--- src/rtl/vga_clut_scan.sv ---
// vga_clut_scan
// VGA scan-out stage wrapped around a colour lookup table (CLUT).
// It generates raster timing, publishes the current pixel coordinate to the
// upstream renderer, forwards the returned colour index to the CLUT read
// port, and registers the CLUT's RGB word onto the VGA pins. Blank and sync
// are carried through a matching pipeline so they stay aligned with colour.
//
// Ports:
//   clk          system clock (also clocks the external CLUT read port)
//   rst_n        asynchronous active-low reset
//   pix_en       pixel tick enable; all state advances only when high
//   x, y         current raster coordinate
//   pix_index    colour index for (x,y), driven combinationally upstream
//   clut_addr    registered CLUT read address
//   clut_data    CLUT registered read data, R in the MSBs
//   vga_r/g/b    registered pixel colour (forced to 0 while blanking)
//   hsync/vsync  registered active-low syncs
//   frame_start  one-clk pulse when the raster wraps back to (0,0)
module vga_clut_scan #(
  parameter int COLOR_BITS = 4,
  parameter int LINE_SIZE  = 3,
  parameter int CNT_BITS   = 10,
  parameter int H_ACTIVE   = 640,
  parameter int H_FP       = 16,
  parameter int H_SYNC     = 96,
  parameter int H_BP       = 48,
  parameter int V_ACTIVE   = 480,
  parameter int V_FP       = 10,
  parameter int V_SYNC     = 2,
  parameter int V_BP       = 33
) (
  input  logic                            clk,
  input  logic                            rst_n,
  input  logic                            pix_en,
  output logic [CNT_BITS-1:0]             x,
  output logic [CNT_BITS-1:0]             y,
  input  logic [COLOR_BITS-1:0]           pix_index,
  output logic [COLOR_BITS-1:0]           clut_addr,
  input  logic [COLOR_BITS*LINE_SIZE-1:0] clut_data,
  output logic [COLOR_BITS-1:0]           vga_r,
  output logic [COLOR_BITS-1:0]           vga_g,
  output logic [COLOR_BITS-1:0]           vga_b,
  output logic                            hsync,
  output logic                            vsync,
  output logic                            frame_start
);

  localparam int RGB_BITS = COLOR_BITS * LINE_SIZE;
  localparam int H_TOTAL  = H_ACTIVE + H_FP + H_SYNC + H_BP;
  localparam int V_TOTAL  = V_ACTIVE + V_FP + V_SYNC + V_BP;

  localparam logic [CNT_BITS-1:0] H_LAST     = CNT_BITS'(H_TOTAL - 1);
  localparam logic [CNT_BITS-1:0] V_LAST     = CNT_BITS'(V_TOTAL - 1);
  localparam logic [CNT_BITS-1:0] H_ACT      = CNT_BITS'(H_ACTIVE);
  localparam logic [CNT_BITS-1:0] V_ACT      = CNT_BITS'(V_ACTIVE);
  localparam logic [CNT_BITS-1:0] HS_START   = CNT_BITS'(H_ACTIVE + H_FP);
  localparam logic [CNT_BITS-1:0] HS_END     = CNT_BITS'(H_ACTIVE + H_FP + H_SYNC);
  localparam logic [CNT_BITS-1:0] VS_START   = CNT_BITS'(V_ACTIVE + V_FP);
  localparam logic [CNT_BITS-1:0] VS_END     = CNT_BITS'(V_ACTIVE + V_FP + V_SYNC);

  logic                x_last;
  logic                frame_wrap;
  logic                active0;
  logic                hs0;
  logic                vs0;
  logic                active1;
  logic                hs1;
  logic                vs1;
  logic [RGB_BITS-1:0] rgb_q;

  assign x_last     = (x == H_LAST);
  assign frame_wrap = x_last && (y == V_LAST);

  // Stage 0: decode blank and sync windows straight from the counters.
  assign active0 = (x < H_ACT) && (y < V_ACT);
  assign hs0     = !((x >= HS_START) && (x < HS_END));
  assign vs0     = !((y >= VS_START) && (y < VS_END));

  // Raster counters; y only moves when x wraps.
  always_ff @(posedge clk or negedge rst_n) begin
    if (!rst_n) begin
      x <= '0;
      y <= '0;
    end else if (pix_en) begin
      if (x_last) begin
        x <= '0;
        if (y == V_LAST) begin
          y <= '0;
        end else begin
          y <= y + CNT_BITS'(1);
        end
      end else begin
        x <= x + CNT_BITS'(1);
      end
    end
  end

  // The pulse is generated from the pre-wrap coordinate, so it is high for
  // exactly the clk in which the counters first read (0,0). Reset entry
  // does not pass through the wrap, so no pulse is issued for that frame.
  always_ff @(posedge clk or negedge rst_n) begin
    if (!rst_n) begin
      frame_start <= 1'b0;
    end else begin
      frame_start <= pix_en && frame_wrap;
    end
  end

  // Stage 1: present the index to the CLUT and carry blank/sync alongside
  // the CLUT's one-clk read.
  always_ff @(posedge clk or negedge rst_n) begin
    if (!rst_n) begin
      clut_addr <= '0;
      active1   <= 1'b0;
      hs1       <= 1'b1;
      vs1       <= 1'b1;
    end else if (pix_en) begin
      clut_addr <= pix_index;
      active1   <= active0;
      hs1       <= hs0;
      vs1       <= vs0;
    end
  end

  // Stage 2: the idle clk between ticks lets clut_data settle before it is
  // captured here; blanked pixels are forced to black.
  always_ff @(posedge clk or negedge rst_n) begin
    if (!rst_n) begin
      rgb_q <= '0;
      hsync <= 1'b1;
      vsync <= 1'b1;
    end else if (pix_en) begin
      rgb_q <= active1 ? clut_data : '0;
      hsync <= hs1;
      vsync <= vs1;
    end
  end

  assign vga_r = rgb_q[RGB_BITS-1 -: COLOR_BITS];
  assign vga_g = rgb_q[RGB_BITS-1-COLOR_BITS -: COLOR_BITS];
  assign vga_b = rgb_q[RGB_BITS-1-2*COLOR_BITS -: COLOR_BITS];

endmodule
--- config.mk ---
export PLATFORM = sky130hd
export DESIGN_NAME = vga_clut_scan
export DESIGN_NICKNAME = d
export VERILOG_FILES = /design/src/rtl/vga_clut_scan.sv
export SDC_FILE = /design/constraint.sdc
export NUM_CORES = 1
export LEC_CHECK = 0
export CORE_AREA = 2 2 68 70
export CTS_CLUSTER_DIAMETER = 30
export DETAILED_ROUTE_END_ITERATION = 16
export DIE_AREA = 0 0 70 72
export PLACE_DENSITY = 0.76
export SKIP_CTS_REPAIR_TIMING = 1
export SYNTH_ARGS = -nofsm -noshare
export SYNTH_HDL_FRONTEND = slang
export SYNTH_SLANG_ARGS = --single-unit
--- constraint.sdc ---
create_clock -name clk -period 2.35 [get_ports clk]
set_input_delay 0.47 -clock clk [delete_from_list [all_inputs] [get_ports clk]]
set_output_delay 0.47 -clock clk [all_outputs]
set_load 0.02 [all_outputs]
# Word level (Yosys, flattened, before mapping)
# Cells that the tools add are included.
# word_totals
ramBits,0
word_cells,31
memories,0
latchBits,0
romBits,0
input_bits,19
ff_bits,42
out_inout_bits,39
# classes
n_lt_le_gt_ge,6
div_mod_pow,0
n_reduce_logical,8
eq_ne,2
mux,3
n_addsub,2
shift,0
bitwise_logic,0
mul,0
# ops
operator,n
$add A10 B1 Y10 const B,2
$eq A10 B10 Y1 const B,2
$lt A10 B10 Y1 const B,2
$lt A10 B9 Y1 const B,2
$mux W10,2
$mux W12,1
$ge A10 B10 Y1 const B,1
$ge A10 B9 Y1 const B,1
$logic_and A1 B1 Y1,5
$logic_not A1 Y1,2
$reduce_and A2 Y1,1

# Depth between registers and ports, before layout
# Gate-level depths: netlist (run 1).
# logic_depth
depth_word,3
mapped_depth,6
depth_no_buf,6

# Least setup slack after synthesis (run 1)
# OpenSTA, ideal clock, no wires.
# synth_timing
path_kind,register to register
start,reg x[7]
end,reg y[9]
required_ns,2.226
t_arrival_ns,1.783
stages_incl_launch_ff,6
slack_ns,0.443
setup_time_ns,0.124
synth_period_minus_slack_ns,1.907
cell_sequence,dfrtp_1 > or4b_1 > buf_6 > or3_4 > nor2_4 > nor4_2
# synth_between
elab_chain_cells,2
# synth_rtl
element,line,source
"start, declared",35,"output logic [CNT_BITS-1:0] x,"
"start signal, assigned",93,x <= x + CNT_BITS'(1);
$eq A10 B10 Y1,71,assign x_last = (x == H_LAST);
$reduce_and A2 Y1 (no source line),--,
"end signal, assigned",90,y <= y + CNT_BITS'(1);
"end, declared",36,"output logic [CNT_BITS-1:0] y,"
# Every way passes these cells.
# A chain may end at the register's enable or synchronous reset.

# Worst setup path in the final report (run 1)
# layout_timing
start,reg x[7]
end,reg y[2]
# Same word-level chain as after synthesis.

==> reports/qor.yml, run 1 <==
status: "complete, no violations"
synth_top_area_cell: "dfrtp_1"
power.total_mw: 1.92
syn_nets: 209
design.core.area_mm2: 0.00426
end_kind: "flip-flop"
port_buffers: 57
area_growth_pct: 37.1
via_count: 1561
synth_top_area_share_pct: 48.6
timing.hold.ws_ps: 69.8
clkPwrFrac_pct: 29.3
netlist_instances: 186
rsz0062_at_grt: "no"
synth_edf_count: 0
worstMarginPinSlew_ps: 478
period_share_pct: 86.8
dp_slack_ps: 241
viasPerCell: 5.26
cts_buffer_depth: 2
synth.area.top_cells: "dfrtp_1, nand3_1, dfstp_2, xnor2_1, o21ai_0"
critPathLaunchType: "flip-flop"
p_leak_nw: 1.15
synth_flop_cell: "dfrtp_1"
seq_power_share_pct: 47.5
ant_nets: 0
clock.fmax_mhz: 490
cap_violations: 0
finClkSkew_ps: 5.14
first_global_vias: 1495
final_cell_mix: "clkdlybuf4s50_1, dfrtp_1, nand3_1, inv_1, o21ai_0"
finalCriticalPeriod_ps: 2040
start_util_pct: 45.9
grt_pass1_wl_mm: 7.31
relSlewSlack_pct: 67.9
grt.overflow.total: 0
setup_violations: 0
tritoncts: "done"
ctsHtreeMaxLevel: 2
syn_area_mm2: 0.00196
p_switching_uw: 578
critPathKind: "flip-flop to flip-flop"
instances_no_fill: 297
die_height_um: 72
cts-buffers-inserted: 5
hold_violations: 0
synthArstFlopShare_pct: 100
final_common_cell: "clkdlybuf4s50_1"
root_buffer: "clkbuf_8"
finalSetupTns_ps: 0
power_density_mw_per_mm2: 715
required_ps: 2530
yosysSeqAreaShare_pct: 54.0
synth_cell_types: 35
wl_mm: 4.33
wl_per_cell_um: 14.6
fin_nets: 267
worstSkewPairLatency_ps: 290
drive_gt1_share_pct: 11.4
dp_cells: 289
antenna_found_initial: 0
critical_path_arrival_ps: 2220
grt_use_total_pct: 18.4
post-dp-hpwl_mm: 3.07
internal_power_mw: 1.34
combPwrFrac_pct: 23.1
swShare_pct: 30.2
drc: 0
num_antenna_cells: 0
yosys_warnings: 0
rows: 24
die_w_um: 70
crit_fanout: 8
design.die.area_mm2: 0.00504
worst_slack_ps: 310
drv_slew: 0
drtIter0Drc: 98
syn_area_per_cell_um2: 10.5
vdd_drop_max_uv: 322
ios: 58
cts_sinks: 42
grt_max_degree: 42
ys_ff_latch: 42
hp-class: "input port to asynchronous set/reset pin"
drt_first_pass_iters: 4
cts.clk_slew.worst_paths_ps: 80
gp_congestion: 0.809
==> critical path: stages, from the launching register on <==
cell	delay, ps
dfrtp_1	440
or4b_1	750
or3_4	480
nor2_4	180
nor2_1	70
==> synthesized netlist by cell type, types with 6 or more instances <==
cell type / count
nand3_1: 24
xnor2_1: 11
nor2_1: 12
mux2_2: 6
dfrtp_1: 38
inv_1: 18
clkbuf_1: 8
o21ai_0: 17
nand2_1: 6
==> power by group through the flow <==
| stage | logic (mW) | clock network [mW] | registers (mW) |
|---|---|---|---|
| floorplan | 0.159 | 0 | 0.966 |
| global placement | 0.435 | 0 | 0.918 |
| detailed placement | 0.444 | 0 | 0.921 |
| CTS | 0.447 | 0.575 | 0.909 |
| global route | 0.480 | 0.612 | 0.926 |
| finish | 0.444 | 0.562 | 0.910 |
==> layout make-up <==
class / count / area (µm²)
clock buffers: 6 / 72.6
multi-input cells: 116 / 787
well taps: 52 / 65.1
inverters: 18 / 67.6
fillers: 372 / 1580
clock inverters: 2 / 37.5
flip-flops and latches: 42 / 1060
repair buffers: 61 / 596
==> registers in the layout (all words and copies together) (netlist names), 4 cells and up <==
signal     cells
clut_addr      4
y             10
rgb_q         12
x             10
==> metrics by stage <==
| step | area (µm²) | util [%] |
|---|---|---|
| 2_1_floorplan | 1960 | - |
| 3_3_place_gp | 2570 | 60.3 |
| 3_5_place_dp | 2570 | 60.3 |
| 4_1_cts | 2680 | 62.9 |
| 5_1_grt | 2680 | 62.9 |
| 6_report | 2680 | 62.9 |
==> cells by family (layout without fill, tap and decap cells) <==
kind of cell / Yosys count / in the layout / synth area share, %
compound gates: 22 / 22 / 6.08
xor+xnor: 13 / 13 / 5.82
fa+ha+maj: 4 / 4 / 2.56
buf+inv: 28 / 87 / 5.76
flops: 42 / 42 / 54.0
mux: 8 / 8 / 4.48
simple gates: 69 / 69 / 21.3
==> routing by layer <==
layer / wire, µm / track usage (%) / vias to the layer above
li1: - / - / 754
met1: 1950 / 26.9 / 747
met2: 2030 / 27.5 / 55
met3: 295 / 4.58 / 5
met4: 48 / 5.13 / 0
met5: 0 / 0 / -
==> path summary, 6_finish.rpt <==
kind | from | to | slack (ps) | cells after the start
max in group asynchronous | rst_n | vs1 | 1670 | 2
min in group clk | hs1 | hs1 | 490 | 2
min | rst_n | rgb_q[4] | 70 | 1
min reg2reg | hs1 | hs1 | 490 | 2
max reg2reg | x[7] | y[2] | 310 | 4
max | x[7] | y[2] | 310 | 4
(Power assumes the default switching activity.)
==> inputs of run 2 (changes only) <==
--- a/config.mk
+++ b/config.mk
@@ -5,11 +5,12 @@
 export SDC_FILE = /design/constraint.sdc
 export NUM_CORES = 1
 export LEC_CHECK = 0
-export CORE_AREA = 2 2 68 70
+export ABC_AREA = 1
+export CORE_AREA = 2 2 70 72
 export CTS_CLUSTER_DIAMETER = 30
 export DETAILED_ROUTE_END_ITERATION = 16
-export DIE_AREA = 0 0 70 72
-export PLACE_DENSITY = 0.76
+export DIE_AREA = 0 0 72 74
+export PLACE_DENSITY = 0.75
 export SKIP_CTS_REPAIR_TIMING = 1
 export SYNTH_ARGS = -nofsm -noshare
 export SYNTH_HDL_FRONTEND = slang
==> run 2 against run 1 <==
Effect of this change: synthesized cell count grew 36%; wire length grew 6.8%; area after synthesis grew 7.7%; critical endpoint is now y[2]; highest routed layer unchanged; final area grew 5.7%; critical path type is now flip-flop to primary output.
==> reports/qor.yml, run 2 <==
status: "complete, no violations"
relSlewSlack_pct: 73.2
rows: 25
period_share_pct: 83.0
syn_area_per_cell_um2: 8.33
design.die.area_mm2: 0.00533
wl_per_cell_um: 12.6
synthXorXnorAreaFrac_pct: 3.74
setup_violations: 0
path_cells: "clkdlybuf4s50_1"
syn_nets: 276
start_util_pct: 45.8
root_buffer: "clkbuf_8"
final_cell_mix: "nand2_1, clkdlybuf4s50_1, dfrtp_1, nand3_1, nor2_1"
cpPeakStageDelay_ps: 670
post-route-util_pct: 61.6
synth_edf_count: 0
synth_cell_types: 31
die_height_um: 74
cts_buffer_depth: 2
drt_first_pass_iters: 4
ios: 58
r2r_setup_slack_ps: 800
synth_compound_area_share_pct: 4.22
drc: 0
rr_worst_depth: 6
die_w_um: 72
ys_ff_latch: 42
critPathKind: "flip-flop to primary output"
viasPerCell: 5.07
post-dp-hpwl_mm: 3.34
synthAdderAreaFrac_pct: 2.38
cts_sinks: 42
largest_reg_flops: 12
end_kind: "primary output"
path_depth: 1
via_count: 1860
ctsHtreeMaxLevel: 2
dp_slack_ps: 496
reg_top3: "rgb_q (12), x (10), y (10)"
worstMarginPinSlew_ps: 401
power_density_mw_per_mm2: 735
drive_gt1_share_pct: 9.90
tritoncts: "done"
required_ps: 1880
worstSkewPairLatency_ps: 300
cts-buffers-inserted: 5
area_growth_pct: 34.5
yosysSeqAreaShare_pct: 50.1
fillers: 411
multi_input_comb_area_um2: 923
regMostFlops: "rgb_q"
critPathLaunchType: "flip-flop"
final_common_cell: "nand2_1"
vdd_drop_max_uv: 383
hold_violations: 0
clock.fmax_mhz: 513
port_buffers: 57
syn_area_mm2: 0.00211
finalSetupTns_ps: 0
place_area_mm2: 0.00272
netlist_instances: 253
design.core.area_mm2: 0.00460
startpoint: "y[2]"
synthMuxAreaShare_pct: 0
antenna_found_initial: 0
final_cell_area_mm2: 0.00283
power.total_mw: 2.08
grt_use_total_pct: 18.5
finalCriticalPeriod_ps: 1950
grt_max_degree: 27
cap_violations: 0
p_leak_nw: 1.38
critical_path_arrival_ps: 1480
grt.overflow.total: 0
synth_flop_cell: "dfrtp_1"
synth_top_family_by_area: "simple AND/OR/NAND/NOR gates"
drv_slew: 0
cts.clk_slew.worst_paths_ps: 90
crit_end: "y[2]"
yosys.area_share.simple_pct: 33.5
regArea_mm2: 0.00106
wl_mm: 4.62
num_antenna_cells: 0
ant_nets: 0
rsz0062_at_grt: "no"
rr_endpoint: "y[2]"
grt_pass1_wl_mm: 7.76
slowest_stage: "clkdlybuf4s50_1"
worst_slack_ps: 400
synth_commonest_cells: "nand2_1, dfrtp_1, nand3_1"
first_global_vias: 1739
yosys_warnings: 0
gp_congestion: 0.877
crit_fanout: 8
synth.most_common_cell: "nand2_1"
synth.area.top_cells: "dfrtp_1, nand2_1, nand3_1, dfstp_2, nor2_1"
cp_num_buf_inv: 1
cp_top_family: "buffers and inverters"
fin_nets: 335
synth_top_area_share_pct: 45.1
synth_top_area_cell: "dfrtp_1"
drtIter0Drc: 107
synthArstFlopShare_pct: 100
finClkSkew_ps: 4.73
hp-class: "input port to asynchronous set/reset pin"
rr_startpoint: "x[0]"
-- run 2: per-layer routing --
| metal | vias to the layer above | part of all wire (%) | track usage (%) |
|---|---|---|---|
| met2 | 60 | 48 | 32.1 |
| met3 | 6 | 6.8 | 4.20 |
| met4 | 0 | 1.2 | 6.08 |
| met5 | - | 0 | 0 |
| met1 | 873 | 44 | 23.2 |
| li1 | 921 | - | - |
-- run 2: area by class of cell --
| type | count | share of cell area, % |
|---|---|---|
| tap | 54 | 2.38 |
| sequential | 42 | 37.3 |
| clock inverter | 3 | 1.55 |
| timing repair buffer | 61 | 21.0 |
| multi-input combinational | 181 | 32.6 |
| inverter | 21 | 2.78 |
| clock buffer | 5 | 2.43 |
-- run 2: metrics by stage --
step | std cells | hold WS [ps]
6_report | 367 | 79.5
3_5_place_dp | 359 | 412
2_1_floorplan | 253 | 174
5_1_grt | 367 | 94.8
4_1_cts | 367 | 86.4
3_3_place_gp | 359 | 416
-- run 2: worst register-to-register path: cells and delay by family (launching register included) --
| kind | cells | cell delay, ps |
|---|---|---|
| DFF | 1 | 420 |
| and+or+nand+nor | 5 | 820 |
| adders and majority gates | 1 | 210 |
-- run 2: worst min path at each step --
stage | slack, ps | end | start
floorplan | 170 | active1 | rst_n
finish | 80 | clut_addr[1] | rst_n
global placement | 420 | x[2] | rst_n
global route | 90 | rgb_q[9] | rst_n
detailed placement | 410 | x[2] | rst_n
CTS | 90 | clut_addr[1] | rst_n
-- run 2: kinds of logic (layout without fill, tap and decap cells) --
family                   after synthesis  in the layout
AND/OR/NAND/NOR                      153            153
adder cells (fa/ha/maj)                4              4
XOR/XNOR                               9              9
buffers and inverters                 30             90
flip-flops                            42             42
AO/OA/AOI/OAI                         15             15
-- run 2: power by group --
group | internal (mW) | switching (mW)
sequential | 0.817 | 0.119
combinational | 0.260 | 0.310
clock | 0.318 | 0.260
